==> src/rtl/serializador_mux8_pkg.sv <==
// Shared definitions for the mux-driven serializer: state encoding and
// serial-line constants.
package serial_pkg;

    localparam logic TX_IDLE   = 1'b1;
    localparam int   DATA_BITS = 8;

    typedef enum logic [2:0] {
        IDLE     = 3'd0,
        START    = 3'd1,
        DATA     = 3'd2,
        PARIDADE = 3'd3,
        STOP     = 3'd4
    } estado_t;

endpackage

==> src/rtl/serializador_mux8_if.sv <==
// Producer handshake plus the B/Sel/S loop to the 8:1 mux and the serial line.
interface serializador_mux8_if;
    import serial_pkg::*;

    logic                 inicio;
    logic [DATA_BITS-1:0] dado;
    logic                 pronto;
    logic                 fim;
    logic [DATA_BITS-1:0] B;
    logic [2:0]           Sel;
    logic                 S;
    logic                 tx;

    modport master (output inicio, dado, S,
                    input  pronto, fim, B, Sel, tx);
    modport slave  (input  inicio, dado, S,
                    output pronto, fim, B, Sel, tx);
endinterface

==> src/rtl/serializador_mux8_gerador_tick.sv <==
// Bit-period divider: counts 0..DIV-1 while enabled, tick on the last count.
module gerador_tick #(
    parameter int DIV = 16
) (
    input  logic clk,
    input  logic rst_n,
    input  logic en,
    output logic tick
);
    // DIV=1 still needs a 1-bit counter; it just never leaves zero.
    localparam int            CW     = (DIV > 1) ? $clog2(DIV) : 1;
    localparam logic [CW-1:0] ULTIMO = CW'(DIV - 1);

    logic [CW-1:0] conta;

    assign tick = en && (conta == ULTIMO);

    always_ff @(posedge clk or negedge rst_n) begin
        if (!rst_n) begin
            conta <= '0;
        end else if (!en || tick) begin
            conta <= '0;
        end else begin
            conta <= conta + CW'(1);
        end
    end
endmodule

==> src/rtl/serializador_mux8.sv <==
// Latches a byte onto the mux inputs, steps Sel through it and shifts the
// returned mux bit out as a UART-style frame.
//
// state    | meaning
// IDLE     | pronto=1, tx idle, waiting for inicio
// START    | start bit (tx=0), Sel=0 so S already shows B[0]
// DATA     | data bit on tx, Sel one ahead of it
// PARIDADE | even parity of B (PARITY_EN=1 only)
// STOP     | stop bit; fim pulses on leaving
module serializador_mux8
    import serial_pkg::*;
#(
    parameter int DIV       = 16,
    parameter bit PARITY_EN = 1'b0
) (
    input logic                clk,
    input logic                rst_n,
    serializador_mux8_if.slave bus
);
    estado_t    estado;
    logic [2:0] idx_bit;
    logic       tick;

    gerador_tick #(.DIV(DIV)) u_tick (
        .clk   (clk),
        .rst_n (rst_n),
        .en    (estado != IDLE),
        .tick  (tick)
    );

    always_ff @(posedge clk or negedge rst_n) begin
        if (!rst_n) begin
            estado     <= IDLE;
            idx_bit    <= '0;
            bus.B      <= '0;
            bus.Sel    <= '0;
            bus.tx     <= TX_IDLE;
            bus.pronto <= 1'b1;
            bus.fim    <= 1'b0;
        end else begin
            bus.fim <= 1'b0;
            case (estado)
                IDLE: begin
                    if (bus.inicio) begin
                        bus.B      <= bus.dado;
                        bus.Sel    <= '0;
                        bus.tx     <= 1'b0;
                        bus.pronto <= 1'b0;
                        estado     <= START;
                    end
                end
                START: begin
                    if (tick) begin
                        bus.tx  <= bus.S;
                        bus.Sel <= bus.Sel + 3'd1;
                        idx_bit <= '0;
                        estado  <= DATA;
                    end
                end
                DATA: begin
                    if (tick) begin
                        // Sel has already wrapped to 0 while bit 7 was on the line.
                        if (idx_bit == 3'(DATA_BITS - 1)) begin
                            if (PARITY_EN) begin
                                bus.tx <= ^bus.B;
                                estado <= PARIDADE;
                            end else begin
                                bus.tx <= TX_IDLE;
                                estado <= STOP;
                            end
                        end else begin
                            bus.tx  <= bus.S;
                            bus.Sel <= bus.Sel + 3'd1;
                            idx_bit <= idx_bit + 3'd1;
                        end
                    end
                end
                PARIDADE: begin
                    if (tick) begin
                        bus.tx <= TX_IDLE;
                        estado <= STOP;
                    end
                end
                STOP: begin
                    if (tick) begin
                        bus.tx     <= TX_IDLE;
                        bus.pronto <= 1'b1;
                        bus.fim    <= 1'b1;
                        estado     <= IDLE;
                    end
                end
                default: estado <= IDLE;
            endcase
        end
    end
endmodule

==> src/flat_wrapper.sv <==
// flat-port wrapper written by rule: the top's interface ports become plain ports
module serializador_mux8_flat import serial_pkg::*;
#(
    parameter int DIV       = 16,
    parameter bit PARITY_EN = 1'b0
)
  (clk, rst_n, bus_inicio, bus_dado, bus_S, bus_pronto, bus_fim, bus_B, bus_Sel, bus_tx);
  serializador_mux8_if bus_i ();
  input logic clk;
  input logic rst_n;
  input wire logic [$bits(bus_i.inicio)-1:0] bus_inicio;
  input wire logic [$bits(bus_i.dado)-1:0] bus_dado;
  input wire logic [$bits(bus_i.S)-1:0] bus_S;
  output wire logic [$bits(bus_i.pronto)-1:0] bus_pronto;
  output wire logic [$bits(bus_i.fim)-1:0] bus_fim;
  output wire logic [$bits(bus_i.B)-1:0] bus_B;
  output wire logic [$bits(bus_i.Sel)-1:0] bus_Sel;
  output wire logic [$bits(bus_i.tx)-1:0] bus_tx;
  assign bus_i.inicio = bus_inicio;
  assign bus_i.dado = bus_dado;
  assign bus_i.S = bus_S;
  assign bus_pronto = bus_i.pronto;
  assign bus_fim = bus_i.fim;
  assign bus_B = bus_i.B;
  assign bus_Sel = bus_i.Sel;
  assign bus_tx = bus_i.tx;
  serializador_mux8 #(.DIV(DIV), .PARITY_EN(PARITY_EN)) u_core (.clk(clk), .rst_n(rst_n), .bus(bus_i));
endmodule
==> config.mk <==
export PLATFORM = sky130hd
export DESIGN_NAME = serializador_mux8_flat
export DESIGN_NICKNAME = d
export VERILOG_FILES = /design/src/rtl/serializador_mux8_pkg.sv /design/src/rtl/serializador_mux8_if.sv /design/src/rtl/serializador_mux8_gerador_tick.sv /design/src/rtl/serializador_mux8.sv /design/src/flat_wrapper.sv
export SDC_FILE = /design/constraint.sdc
export NUM_CORES = 1
export LEC_CHECK = 0
export ABC_AREA = 1
export CORE_AREA = 3 3 70 72
export DETAILED_ROUTE_END_ITERATION = 10
export DIE_AREA = 0 0 73 75
export HOLD_SLACK_MARGIN = 0.08
export PLACE_DENSITY = 0.52
export SYNTH_ARGS = -nofsm -noshare
export SYNTH_HDL_FRONTEND = slang
export SYNTH_HIERARCHICAL = 1
export SYNTH_SLANG_ARGS = --single-unit
==> constraint.sdc <==
create_clock -name clk -period 1.9 [get_ports clk]
set_clock_uncertainty 0.05 [all_clocks]
set_input_delay 0.475 -clock clk [delete_from_list [all_inputs] [get_ports clk]]
set_output_delay 0.475 -clock clk [all_outputs]
set_load 0.03 [all_outputs]
# [Word-level counts from Yosys, hierarchy flattened]
# Cells that the tools add are included.
# W data, S select, Z words.
[totals] mem_bits_rw=0 latchBits=0 memories=0 regBits=24 inputBits=12 romBits=0
[classes] eq_ne=14 n_shift=0 add_sub_neg=3 bitwise_logic=0 reduce_logical=16 div_mod_pow=0 order_cmp=0 mux=25 n_mul=0
[ops] operator="$mux W3" n=12
[ops] operator="$pmux W3 S5" n=1
[ops] operator="$ne A2 B2 Y1 const B" n=6
[ops] operator="$reduce_and A5 Y1" n=2
[ops] operator="$pmux W3 S3" n=1
[ops] operator="$mux W1" n=7
[ops] operator="$add A3 B1 Y3 const B" n=2
[ops] operator="$eq A3 B2 Y1 const B" n=2
[ops] operator="$eq A3 B3 Y1 const B" n=2
[ops] operator="$pmux W3 S2" n=1
[ops] operator="$reduce_and A6 Y1" n=1
[ops] operator="$reduce_bool A3 Y1" n=2
[ops] operator="$add A4 B1 Y4 const B" n=1
[ops] operator="$eq A4 B4 Y1 const B" n=1
[ops] operator="$mux W4" n=1
[ops] operator="$ne A2 B1 Y1 const B" n=2
[ops] operator="$pmux W1 S4" n=1
[ops] operator="$reduce_and A4 Y1" n=1
[ops] operator="$reduce_bool A2 Y1" n=2
[ops] operator="$reduce_bool A4 Y1" n=1
[ops] operator="$eq A3 B1 Y1 const B" n=1
[ops] operator="$logic_not A3 Y1" n=1
[ops] operator="$reduce_and A3 Y1" n=1
[ops] operator="$pmux W1 S2" n=1
[ops] operator="other kinds (5)" n=5

# [Logic depth before layout (Yosys ltp)]
# Gate-level depths: netlist of the first run.
[depth] depth_word=4 depth_mapped=10 depth_no_buf=10

# [Hierarchy]
# The synthesis of the first run kept the hierarchy.
[modules_own_cells] module="serializador_mux8" area_per_inst_um2=1084.8 instances=1 seq_area_each_um2=503.0 cells_per_inst=132
[modules_own_cells] module="gerador_tick" area_per_inst_um2=187.7 instances=1 seq_area_each_um2=100.1 cells_per_inst=19

# [Least setup slack after synthesis of the first run]
# OpenSTA, ideal clock, no wires.
[synth_timing] path_type="register to register" from="register u_core.estado[1]" to="register u_core.idx_bit[0]" slack_ps=288 t_arrival_ps=1488 required_ps=1776 path_buffers=0 stages_incl_launch_ff=9 path_cell_list="dfrtp_1 -> nor2_2 -> nand2_1 -> nor3b_2 -> inv_1 -> nand4_4 -> nand2_4 -> nand2_1 -> o21ai_2"
[synth_between] elab_chain_cells=4 word_cells_on_any_way=10 classes_between="eq/ne: 5; mux: 1; reduce/logical: 4"
[synth_rtl] item="from (decl)" line="serializador_mux8.sv:20" text="estado_t estado;"
[synth_rtl] item="from (signal assigned)" line="serializador_mux8.sv:33" text="estado <= IDLE;"
[synth_rtl] item="from (signal assigned)" line="serializador_mux8.sv:49" text="estado <= START;"
[synth_rtl] item="from (signal assigned)" line="serializador_mux8.sv:57" text="estado <= DATA;"
[synth_rtl] item="$reduce_bool A3 Y1 *" line="serializador_mux8.sv:27" text=".en (estado != IDLE),"
[synth_rtl] item="$logic_and A1 B1 Y1 *" line="serializador_mux8_gerador_tick.sv:16" text="assign tick = en && (conta == ULTIMO);"
[synth_rtl] item="net u_core.tick" line="serializador_mux8.sv:22" text="logic tick;"
[synth_rtl] item="$ne A2 B2 Y1 (no source line)"
[synth_rtl] item="$reduce_and A4 Y1 (no source line) *"
[synth_rtl] item="to (signal assigned)" line="serializador_mux8.sv:74" text="idx_bit <= idx_bit + 3'd1;"
[synth_rtl] item="to (decl)" line="serializador_mux8.sv:21" text="logic [2:0] idx_bit;"
# The timed path passes the listed nets; every way through them passes the cells marked *.
# A chain may end at the register's enable or synchronous reset.

# [Worst setup path in the final report of the first run]
[layout_timing] from="register u_core.bus.B[1]" to="output port bus_B[1]"
[layout_lines] item="from (decl)" line="serializador_mux8_if.sv:17" text="output pronto, fim, B, Sel, tx);"
[layout_lines] item="from (signal assigned)" line="serializador_mux8.sv:45" text="bus.B <= bus.dado;"
[layout_lines] item="to (decl)" line="flat_wrapper.sv:16" text="output wire logic [$bits(bus_i.B)-1:0] bus_B;"
# No word-level cell between the ends.

==> impl_results.md, run 1 <==
- Seq/Total Area, Yosys: 47.4%
- Initial Utilization: 29.2%
- Clk slew on worst S/H paths: 0.08 ns
- Final core occ: 38.5%
- Vias: 1101
- Hold Vio Cnt, Final: 0
- CTS Hold Bufs: 0
- Fill cells: 414
- Fmax: 0.546 GHz
- Clock Tree Buf Depth: 2
- DR DRC count: 0
- Max VDD drop: 0.000795 V
- Max-capacitance violation count: 0
- Syn nets: 167
- Clock buffer count from CTS: 3
- Wirelength per Cell: 11.5 µm
- Top cell type's share of synthesized area: 43.3%
- Die width: 73 µm
- Worst skew pair latency: 0.26 ns
- Top cells by area, synth: dfrtp_1 (43%), nand2_1 (17%), dfstp_2 (4.1%), ha_1 (3.9%), inv_1 (3.5%)
- Synth Warn #: 6
- Syn_area_per_cell: 8.43 µm²
- Hold Path Stages: 2
- Clock period minus worst slack: 1.83 ns
- Clk root buf: clkbuf_8
- Crit Reg-Reg Startpoint: u_core/u_tick/conta[0]$_DFF_PN0_
- Lkg Pwr: 0.892 nW
- Hold Path End: u_core/bus.B[0]$_DFFE_PN0P_
- Reg2Reg Depth: 10
- WP data arrival: 1.31 ns
- Hold_sp: u_core/bus.B[0]$_DFFE_PN0P_
- Area delta synth->final: 31.7%
- Period utilization: 96.4%
- Vias in the first global route: 1038
- Setup Viol. Count Final: 0
- Fin nets: 201
- Largest net degree at the start of global routing: 25
- Final ANT Viol Nets: 0
- Critical path's slowest cell: clkdlybuf4s50_1
- Initial DRC count: 25
- Worst slew pin tran: 0.338 ns
- Setup TNS: 0 ns
- Maximum fanout along the worst path: 2
- Antenna violations before repair: 0
- WL final: 2710 µm
- Post-Syn Area: 1270 µm²
- Crit. End Element: output port
- Core box area: 4350 µm²
- # H-tree levels: 1
- Power per cell area: 1520 nW/µm²
- Most common cell after layout, fill and taps aside: nand2_1
- R2R setup slack: 0.25 ns
- Vias/cell: 4.67
- WS Path Type: reg -> out
- Die Y-Extent: 75 µm
- Fraction of layout cells with a size suffix above 1: 16.8%
- Synthesized instance count: 151
- GRT Total Usage: 10.5%
- Crit path largest cell delay: 0.68 ns
- Leading area contributor after synthesis: dfrtp_1
- First-pass DRT Iterations: 4
- CP top delay family: buffers and inverters
- RSZ-0062 raised after global routing: false
- Count of different cell masters after synthesis: 24
- HP Class: reg -> reg
- PortBufs: 25
- Max Slew Vio Count: 0
- Status: finished, final reports clean
- Commonest cells after routing, fill and taps aside: nand2_1 (57), dfrtp_1 (22), clkdlybuf4s50_1 (18)
- Detailed Place HPWL: 2090 µm
- Top-Level Pins: 26
- Final Wtd Congestion: 0.865
- Worst slew margin: 77.4%
- Total gr overflow: 0
- Crit-path cells: clkdlybuf4s50_1
- Antenna cell count: 0
- Row Count: 24
- WP data required: 1.37 ns
- Layout Cells excl Fill: 236
- # Post-CTS Setup Buffers: 0
- Reg-to-reg endpoint: u_core/estado[0]$_DFFE_PN0P_
- Die ar.: 5480 µm²
- Yosys reg bits: 24
- Setup crit start kind: register
- Global-route wire length before repair: 4590 µm
- # placed instances: 232
- Clock Sinks: 24
- TritonCTS clock tree: done
- Crit path buf inv count: 1
==> worst max-delay path by stage <==
stage                     slack (ns)                     startpoint                            end  depth (start not counted)
after floorplan                 0.29   u_core/estado[1]$_DFFE_PN0P_  u_core/idx_bit[0]$_DFFE_PN0P_                          8
after global placement          0.20  u_core/bus.pronto$_DFFE_PN1P_                     bus_pronto                          1
after detailed placement        0.20  u_core/bus.pronto$_DFFE_PN1P_                     bus_pronto                          1
after CTS                       0.01  u_core/bus.Sel[0]$_DFFE_PN0P_                     bus_Sel[0]                          1
after global routing            0.01    u_core/bus.B[1]$_DFFE_PN0P_                       bus_B[1]                          1
final                           0.07    u_core/bus.B[1]$_DFFE_PN0P_                       bus_B[1]                          1
==> cells in the mapped netlist <==
library cell / n
a21oi_1: 1
buf_2: 1
dfrtp_1: 22
dfstp_2: 2
ha_1: 4
inv_1: 12
inv_2: 3
nand2_1: 57
nand2_2: 3
nand2_4: 1
nand3_1: 8
nand3_2: 4
nand3_4: 1
nand4_1: 6
nand4_4: 1
nor2_1: 10
nor2_2: 1
nor2_4: 3
nor3_1: 2
nor3b_2: 1
o21ai_0: 2
o21ai_1: 2
o21ai_2: 3
or2_1: 1
==> sequential cells by signal, indices dropped and copies added (netlist names) <==
name / flops
u_core/bus.fim: 1
u_core/estado: 3
u_core/bus.Sel: 3
u_core/idx_bit: 3
u_core/bus.B: 8
u_core/bus.tx: 1
u_core/bus.pronto: 1
u_core/u_tick/conta: 4
==> final cells by class <==
class                   instances  area [µm²]  share of cell area, %
clock buffers                   4        45.0                   2.69
multi-input cells             111         608                   36.3
flip-flops and latches         24         603                   36.0
well taps                      52        65.1                   3.88
repair buffers                 30         298                   17.8
inverters                      15        56.3                   3.36
==> layer usage <==
metal	GRT usage (%)	share of wire, %
met5	0	0
met4	1.23	0
met3	3.60	7.0
met2	17.2	47
met1	14.0	46
==> timing repair <==
action                                  in CTS  in global routing
hold endpoints to repair                     0                  0
pin swaps                                    0                  0
resized for setup                            2                  5
endpoints found under the setup margin       2                  5
==> logic make-up (layout without fill, tap and decap cells) <==
group | count (synthesis) | in the layout | share of synthesized area (%)
adders and majority gates | 4 | 4 | 3.93
DFF | 24 | 24 | 47.4
and+or+nand+nor | 99 | 99 | 39.8
buffers and inverters | 16 | 49 | 4.82
AOI/OAI and AO/OA | 8 | 8 | 4.03
==> worst min-delay path, stage by stage (launching register included) <==
cell and delay (ns):
dfrtp_1 0.36, nand2_1 0.05, nand2_1 0.05
==> report_power, final <==
group	total [mW]	switching (mW)	internal, mW
logic	1.38	0.848	0.534
clock network	0.306	0.156	0.150
registers	0.863	0.161	0.702
total	2.55	1.16	1.39
==> through the flow <==
stage | hold slack, ns | instance area [µm²] | worst slack (ns) | power, mW
2_1_floorplan | 0.129 | 1270 | 0.288 | 1.81
3_3_place_gp | 0.417 | 1620 | 0.200 | 2.25
3_5_place_dp | 0.421 | 1620 | 0.202 | 2.28
4_1_cts | 0.450 | 1660 | 0.0111 | 2.60
5_1_grt | 0.464 | 1680 | 0.0110 | 2.78
6_report | 0.439 | 1680 | 0.0692 | 2.55
Note: power is estimated with default switching activity, not from simulation.
==> run 2: changes to the inputs <==
==> constraint.sdc (replaced) <==
create_clock -name clk -period 1.9 [get_ports clk]
set_clock_uncertainty 0.05 [all_clocks]
set_input_delay 0.285 -clock clk [delete_from_list [all_inputs] [get_ports clk]]
set_output_delay 0.285 -clock clk [all_outputs]
set_load 0.03 [all_outputs]
==> run 2 against run 1 <==
- routed wire length fell by 2.4%
- setup slack improved by 0.011 ns
- via count fell by 3.5%
- critical endpoint is now bus_tx
==> impl_results.md, run 2 (synthesis gave the netlist of run 1 again) <==
- Die ar.: 5480 µm²
- Maximum fanout along the worst path: 2
- Clk root buf: clkbuf_8
- Worst slew margin: 78.0%
- Hold Vio Cnt, Final: 0
- Register area: 606 µm²
- Clock Tree Buf Depth: 2
- Final ANT Viol Nets: 0
- Commonest cells after routing, fill and taps aside: nand2_1 (57), clkdlybuf4s50_1 (25), dfrtp_1 (20)
- Total gr overflow: 0
- Area delta synth->final: 32.0%
- Post-cts sizing count: 0
- Vias in the first global route: 1047
- Largest net degree at the start of global routing: 25
- GRT Total Usage: 10.5%
- Core box area: 4350 µm²
- Antenna cell count: 0
- Internal power: 1.52 mW
- Register with the most flip-flops: u_core/bus.B
- Die Y-Extent: 75 µm
- Final Wtd Congestion: 0.847
- WP data arrival: 1.49 ns
- Area of the multi-input gates: 608 µm²
- # Post-CTS Setup Buffers: 0
- TritonCTS clock tree: done
- Lkg Pwr: 0.812 nW
- # H-tree levels: 1
- CTS Hold Bufs: 0
- Max VDD drop: 0.000561 V
- Hold slack: 0.323 ns
- Largest register FFs: 8
- Setup crit start kind: register
- Final core occ: 38.6%
- Period utilization: 95.8%
- DR DRC count: 0
- Most common cell after layout, fill and taps aside: nand2_1
- R2R setup slack: 0.23 ns
- Fmax: 0.549 GHz
- Total net switching power: 1.17 mW
- RSZ-0062 raised after global routing: false
- Crit. End Element: output port
- Max Slew Vio Count: 0
- WS Path Type: reg -> out
- Detailed Place HPWL: 2000 µm
- CP top delay family: buffers and inverters
- Worst skew pair latency: 0.27 ns
- Initial Utilization: 29.2%
- Max-capacitance violation count: 0
- PortBufs: 25
- Clock buffer count from CTS: 3
- Top-Level Pins: 26
- Crit-path cells: clkdlybuf4s50_1
- Power per cell area: 1600 nW/µm²
- Clock period minus worst slack: 1.82 ns
- Setup TNS: 0 ns
- Critical path's slowest cell: clkdlybuf4s50_1
- WL final: 2640 µm
- Wirelength per Cell: 11.3 µm
- Crit path largest cell delay: 0.68 ns
- Global-route wire length before repair: 4570 µm
- Vias: 1062
- Fill cells: 424
- Clock Sinks: 24
- Worst slew pin tran: 0.330 ns
- Vias/cell: 4.54
- WP data required: 1.56 ns
- Setup Viol. Count Final: 0
- Crit path buf inv count: 1
- Combinational share of power: 51.5%
- Clk slew on worst S/H paths: 0.09 ns
- Antenna violations before repair: 0
- Switching portion of total power: 43.5%
- First-pass DRT Iterations: 4
- Clk pwr share: 16.6%
- Sequential share of power: 31.9%
- Die width: 73 µm
- Status: finished, final reports clean
- Fraction of layout cells with a size suffix above 1: 17.6%
- Fin nets: 199
- Row Count: 24
- Initial DRC count: 27
- Largest registers: u_core/bus.B x8, u_core/u_tick/conta x4
- HP Class: in -> async
## run 2: worst reg2reg max path: cells and delay by family (launching register included)
family,cells,cell delay [ns]
AOI/OAI and AO/OA,1,0.05
buffers and inverters,1,0.17
DFF,1,0.44
and+or+nand+nor,6,0.90
## run 2: path summary, 6_finish.rpt
path	from	end	depth (start not counted)
hold / removal	rst_n	u_core/bus.Sel[0]$_DFFE_PN0P_	2
setup / recovery	u_core/bus.tx$_DFFE_PN1P_	bus_tx	1
min in group clk	u_core/bus.pronto$_DFFE_PN1P_	u_core/bus.pronto$_DFFE_PN1P_	2
max in group asynchronous	rst_n	u_core/bus.pronto$_DFFE_PN1P_	2
setup reg to reg	u_core/estado[0]$_DFFE_PN0P_	u_core/idx_bit[0]$_DFFE_PN0P_	8
hold reg to reg	u_core/bus.pronto$_DFFE_PN1P_	u_core/bus.pronto$_DFFE_PN1P_	2
## run 2: cell type report
type / count / share of cell area, %
clock buffers: 3 / 2.46
clock inverters: 1 / 1.79
inverters: 15 / 3.35
multi-input cells: 111 / 36.2
flip-flops and latches: 24 / 36.1
well taps: 52 / 3.87
repair buffers: 28 / 16.2
## run 2: power groups by stage
| stage | Clock [mW] | Sequential [mW] | Combinational [mW] |
|---|---|---|---|
| 4_1_cts | 0.465 | 0.857 | 1.40 |
| 6_report | 0.446 | 0.857 | 1.38 |
| 2_1_floorplan | 0 | 1.06 | 0.741 |
| 3_5_place_dp | 0 | 0.863 | 1.39 |
| 3_3_place_gp | 0 | 0.857 | 1.37 |
| 5_1_grt | 0.486 | 0.884 | 1.53 |
## run 2: per-stage QoR
| step | std cells | worst slack (ns) | area (µm²) | power [mW] |
|---|---|---|---|---|
| 2_1_floorplan | 151 | 0.288 | 1270 | 1.81 |
| 5_1_grt | 234 | 0.0170 | 1680 | 2.90 |
| 3_3_place_gp | 230 | 0.285 | 1610 | 2.23 |
| 6_report | 234 | 0.0797 | 1680 | 2.69 |
| 4_1_cts | 234 | 0.0592 | 1680 | 2.72 |
| 3_5_place_dp | 230 | 0.217 | 1610 | 2.26 |
## run 2: routing by layer
layer | up-vias | track usage [%] | part of all wire, %
li1 | 547 | - | -
met1 | 484 | 13.2 | 46
met2 | 29 | 17.7 | 47
met3 | 2 | 3.20 | 7.0
met4 | 0 | 2.46 | 0.26
met5 | - | 0 | 0
==> variant 1, RTL diff (config.mk and constraints of run 1) <==
Re-encode `estado_t` (5 values) as Gray code, 3 bits wide.
--- a/src/rtl/serializador_mux8_pkg.sv
+++ b/src/rtl/serializador_mux8_pkg.sv
@@ -8,7 +8,7 @@
     typedef enum logic [2:0] {
-        IDLE     = 3'd0,
-        START    = 3'd1,
-        DATA     = 3'd2,
-        PARIDADE = 3'd3,
-        STOP     = 3'd4
+        IDLE     = 3'b000,
+        START    = 3'b001,
+        DATA     = 3'b011,
+        PARIDADE = 3'b010,
+        STOP     = 3'b110
     } estado_t;
Behaviour: no difference found for any inputs over 10 cycles, from zero or initial values and one cycle with rst_n low; not proved beyond that.
==> variant 1 against run 1 <==
  * Design area decreased by 4.7%
  * Worst setup slack improved by 4.0 ps
  * Critical path type unchanged
  * Global-route usage decreased by 0.66 points
  * Synthesized area decreased by 5.9%
  * Sequential cell count unchanged
  * Register-to-register slack improved by 40 ps
  * Wire length decreased by 8.4%
  * Total power decreased by 1.8%
==> variant 1: results (changes against run 1) <==
Worst setup path
  – Crit path arrival time: 1300 ps
  – Top delay family on crit path: buffers and inverters
  – Critical path's slowest cell: clkdlybuf4s50_1
  – Crit Path Max Fanout: 2 (unchanged)
  – Crit-path max cell delay: 670 ps

Run
  – Maxcap violations: 0 (unchanged)

GRT
  – Gr usage total: 0.0988 (-0.00663)
  – Vias in the first global route: 923 (-11%)
  – First-pass GRT wire length: 4180 µm (-8.9%)
  – Initial antenna violation count: 0 (unchanged)
  – Pin count of the biggest net entering global routing: 25 (unchanged)

Status
  – Status: finished, final reports clean

Clock network
  – # Post-CTS Setup Buffers: 0 (unchanged)
  – Clock Path Buffers: 2 (unchanged)
  – Root Buffer: clkbuf_8
  – Clock transition at path regs: 90 ps
  – Max H-tree Level: 1 (unchanged)
  – Worst skew pair latency: 270 ps
  – Clock buffer count from CTS: 3 (unchanged)

Min path
  – Hold Path Class: reg -> reg

Floorplan
  – Site Rows: 24 (unchanged)

Routing
  – Via count: 943 (-14%)
  – Final wirelength: 2480 µm (-8.4%)
  – Vias per cell: 4.23 (-9.4%)
  – Drt first pass iters: 4 (unchanged)
  – Iteration-0 DRC Markers: 51 (+100%)

Synthesis
  – Synth warn: 6 (unchanged)
  – Async set-reset flop share out of synthesis: 1.00 (unchanged)
  – Leading cell types by count after synthesis: 55 x nand2_1, 22 x dfrtp_1, 9 x inv_1, 8 x nand3_1, 7 x nor2_1
  – Xor/xnor share of the synthesized area: 0.00731 (+0.00731)
  – Mux contribution to synthesized area: 0 (unchanged)
  – Synth cell types: 24 (unchanged)
  – Post-synthesis net count: 156 (-6.6%)
  – Compound-Gate Fraction of Synth Area: 0.0554 (+0.0151)
  – Syn Inst Count: 140 (-7.3%)
  – Synth area leaders: dfrtp_1 46%, nand2_1 17%, dfstp_2 4.4%
  – Seq/Total Area, Yosys: 0.504 (+0.0297)
  – Synth Area in Adders: 0.0418 (+0.00247)

Power and ir drop
  – Switching Fraction: 0.430 (-0.0267)
  – Leak Pwr: 0.816 nW (-8.5%)
  – Worst IR Drop VDD: 376 µV (-53%)

Final layout
  – Regs by FF count: u_core/bus.B (8), u_core/u_tick/conta (4)
  – Fraction of layout cells with a size suffix above 1: 0.170 (+0.00111)
  – Filler cells: 439 (+6.0%)
  – Nets: 188 (-6.5%)
  – Ant. Diodes: 0 (unchanged)

Placement
  – Port buffer count: 25 (unchanged)
  – Routability cong.: 0.808 (-6.6%)
  – Placed Cells: 219 (-5.6%)
  – Placed cell area: 1520 µm² (-5.9%)
  – DPL Wire Length: 1860 µm (-11%)
  – Placement Setup Slack: 199 ps (-2.64 ps)

Timing
  – Max_slew headroom: 0.786 (+0.0119)
  – Final setup viols: 0 (unchanged)
variant 1: cell count changes after synthesis, sizes merged:
| cell | change |
|---|---|
| nand4 | -6 |
| nor2 | -1 |
| xnor2 | +1 |
| nand3b | +1 |
| o22ai | +1 |
| nand3 | -4 |
| or2 | -1 |
| o21ai | +2 |
| inv | -2 |
| nor3 | -2 |
variant 1: repair_timing:
item,in CTS,in global routing
setup endpoints to repair,3,2
resized for setup,3,2
gates cloned,0,0
pin swaps,0,0
variant 1: metal layers:
metal  routed length (µm)  share of wire  global-route usage  vias up
li1                     -              -                   -      501
met1                 1190           0.48               0.132      427
met2                 1200           0.48               0.156       13
met3                   81          0.033              0.0160        2
met4                   10         0.0040              0.0471        0
met5                    0              0                   0        -
variant 1: worst paths after layout:
check | from | end | slack, ps | cells after the start
max in group asynchronous | rst_n | u_core/bus.pronto$_DFFE_PN1P_ | 1000 | 2
hold reg to reg | u_core/bus.pronto$_DFFE_PN1P_ | u_core/bus.pronto$_DFFE_PN1P_ | 420 | 2
min in group asynchronous | rst_n | u_core/estado[2]$_DFFE_PN0P_ | 510 | 2
setup reg to reg | u_core/u_tick/conta[0]$_DFF_PN0_ | u_core/estado[0]$_DFFE_PN0P_ | 290 | 8
setup / recovery | u_core/bus.B[3]$_DFFE_PN0P_ | bus_B[3] | 70 | 1
hold / removal | u_core/bus.pronto$_DFFE_PN1P_ | u_core/bus.pronto$_DFFE_PN1P_ | 420 | 2
variant 1: power groups by stage:
stage | Clock [mW] | Combinational, mW | Sequential (mW)
2_1_floorplan | 0 | 0.659 | 1.03
3_3_place_gp | 0 | 1.22 | 0.842
3_5_place_dp | 0 | 1.24 | 0.848
4_1_cts | 0.478 | 1.23 | 0.837
5_1_grt | 0.492 | 1.35 | 0.864
6_report | 0.453 | 1.21 | 0.838
variant 1: layout make-up:
type | instances | share of cell area
clock buffers | 3 | 0.0259
well taps | 52 | 0.0408
clock inverters | 1 | 0.0188
repair buffers | 28 | 0.172
multi-input cells | 102 | 0.332
inverters | 13 | 0.0337
flip-flops and latches | 24 | 0.378
variant 1: kinds of logic after synthesis:
family,after synthesis
adders and majority gates,4
AOI/OAI and AO/OA,11
buffers and inverters,14
and+or+nand+nor,86
xor gates and xnor gates,1
DFF,24
variant 1: stage by stage:
stage | hold WS, ps | util
after floorplan | 129 | -
after global placement | 406 | 0.350
after detailed placement | 409 | 0.350
after CTS | 423 | 0.366
after global routing | 453 | 0.367
final | 420 | 0.367
==> variant 2, RTL diff (settings of run 1) <==
Without the edit above. `DATA_BITS`: 8 -> 10.
--- a/src/rtl/serializador_mux8_pkg.sv
+++ b/src/rtl/serializador_mux8_pkg.sv
@@ -5,3 +5,3 @@
     localparam logic TX_IDLE   = 1'b1;
-    localparam int   DATA_BITS = 8;
+    localparam int   DATA_BITS = 10;
 
Interface: changed (resized bus_B and bus_dado); port bits go from 26 to 30. The function was not compared with the original's and may differ.
==> variant 2 against run 1 <==
  * Synthesized area did not move
  * Sequential cell count grew 2
  * Critical endpoint is now bus_B[3]
  * Largest power group unchanged
  * Design area rose by 1.3%
  * Wire length increased by 1.1%
  * Worst setup slack worse by 15 ps
  * First-iteration DRC count grew 96%
  * Via count shrank 3.9%
  * Total power decreased by 20%
  * Sequential power fell by 8.2%
  * Critical path type unchanged
==> variant 2: results (changes against run 1) <==
GRT
  – First-pass GRT wire length: 4640 µm (+1.0%)
  – Pin count of the biggest net entering global routing: 27 (+8.0%)
  – Gr usage total: 0.105 (about the same)
  – Vias in the first global route: 1077 (+3.8%)

Timing
  – Max_slew headroom: 0.747 (-0.0276)
  – Fin crit period: 1850 ps (+14.8 ps)

Routing
  – Vias per cell: 4.43 (-5.1%)
  – Final wirelength: 2740 µm (+1.1%)
  – Iteration-0 DRC Markers: 49 (+96%)

Final layout
  – Regs by FF count: u_core/bus.B (10), u_core/u_tick/conta (4)
  – Final std cells w/o fill: 239 (+1.3%)
  – Filler cells: 417 (+0.72%)

Synthesis
  – Seq/Total Area, Yosys: 0.513 (+0.0393)
  – Leading cell types by count after synthesis: 60 x nand2_1, 24 x dfrtp_1, 13 x inv_1, 8 x nor2_1, 8 x o21ai_0
  – Syn Area/Cell: 8.37 µm² (-0.66%)
  – Synth area leaders: dfrtp_1 47%, nand2_1 18%, dfstp_2 4.1%
  – Synth cell types: 23 (-4.2%)
  – Post-synthesis net count: 170 (+1.8%)

Worst setup path
  – Worst R2R Setup Slack: 170 ps (-80 ps)
  – Worst R2R Start: u_core/estado[1]$_DFFE_PN0P_
  – Reg-to-reg endpoint: u_core/bus.Sel[0]$_DFFE_PN0P_
  – Worst Setup SP: u_core/bus.B[3]$_DFFE_PN0P_
  – Worst setup endpoint: bus_B[3]

Power and ir drop
  – Worst IR Drop VDD: 606 µV (-24%)

Placement
  – Routability cong.: 0.783 (-9.5%)
  – Placed cell area: 1620 µm² (+0.23%)
  – Port buffer count: 29 (+16%)
  – Placement Setup Slack: 122 ps (-80.5 ps)
  – Placed Cells: 233 (+0.43%)
  – DPL Wire Length: 1990 µm (-4.8%)

Status
  – Status: finished, final reports clean

Min path
  – Min-delay src: u_core/bus.B[8]$_DFFE_PN0P_
  – Hold endpoint: u_core/bus.B[8]$_DFFE_PN0P_
==> variant 2: cell types whose count changed after synthesis, moves of 3 or more <==
cell / before / now
o21ai_0: 2 / 8
nand3_2: 4 / 0
nand2_1: 57 / 60
nand4_1: 6 / 3
==> variant 2: cell type report <==
cell class | count | area [µm²] | share of cell area
Inverter | 16 | 60.1 | 0.0354
Clock buffer | 4 | 55.1 | 0.0324
Sequential cell | 26 | 653 | 0.385
Tap cell | 52 | 65.1 | 0.0383
Timing Repair Buffer | 33 | 322 | 0.189
Multi-Input combinational cell | 108 | 543 | 0.320
==> variant 2: what timing repair did <==
action | in CTS | in global routing
resized for setup | 3 | 5
setup buffers | 0 | 2
endpoints found under the setup margin | 3 | 8
==> variant 2: logic make-up (layout without fill, tap and decap cells) <==
kind of cell             after synthesis  in the layout  synth area share
AND/OR/NAND/NOR                       90             90             0.311
flip-flops                            26             26             0.513
buffers and inverters                 18             53            0.0620
AO/OA/AOI/OAI                         12             12            0.0610
adder cells (fa/ha/maj)                4              4            0.0393
XOR/XNOR                               2              2            0.0138
==> variant 2: metrics by stage <==
| stage | util | hold slack, ps |
|---|---|---|
| global placement | 0.373 | 405 |
| finish | 0.390 | 427 |
| floorplan | - | 129 |
| detailed placement | 0.373 | 413 |
| global route | 0.390 | 453 |
| CTS | 0.385 | 436 |
==> variant 2: layer usage <==
metal  vias up  share of wire  GRT usage
met1       482           0.46      0.132
li1        543              -          -
met5         -              0          0
met4         0              0     0.0205
met3         0          0.063     0.0280
met2        33           0.47      0.183
==> variant 2: power breakdown <==
part	leakage [nW]	switching, mW	internal [mW]
sequential	0.335	0.0911	0.701
clock	0.0288	0.179	0.185
combinational	0.557	0.546	0.344
total	0.920	0.816	1.23
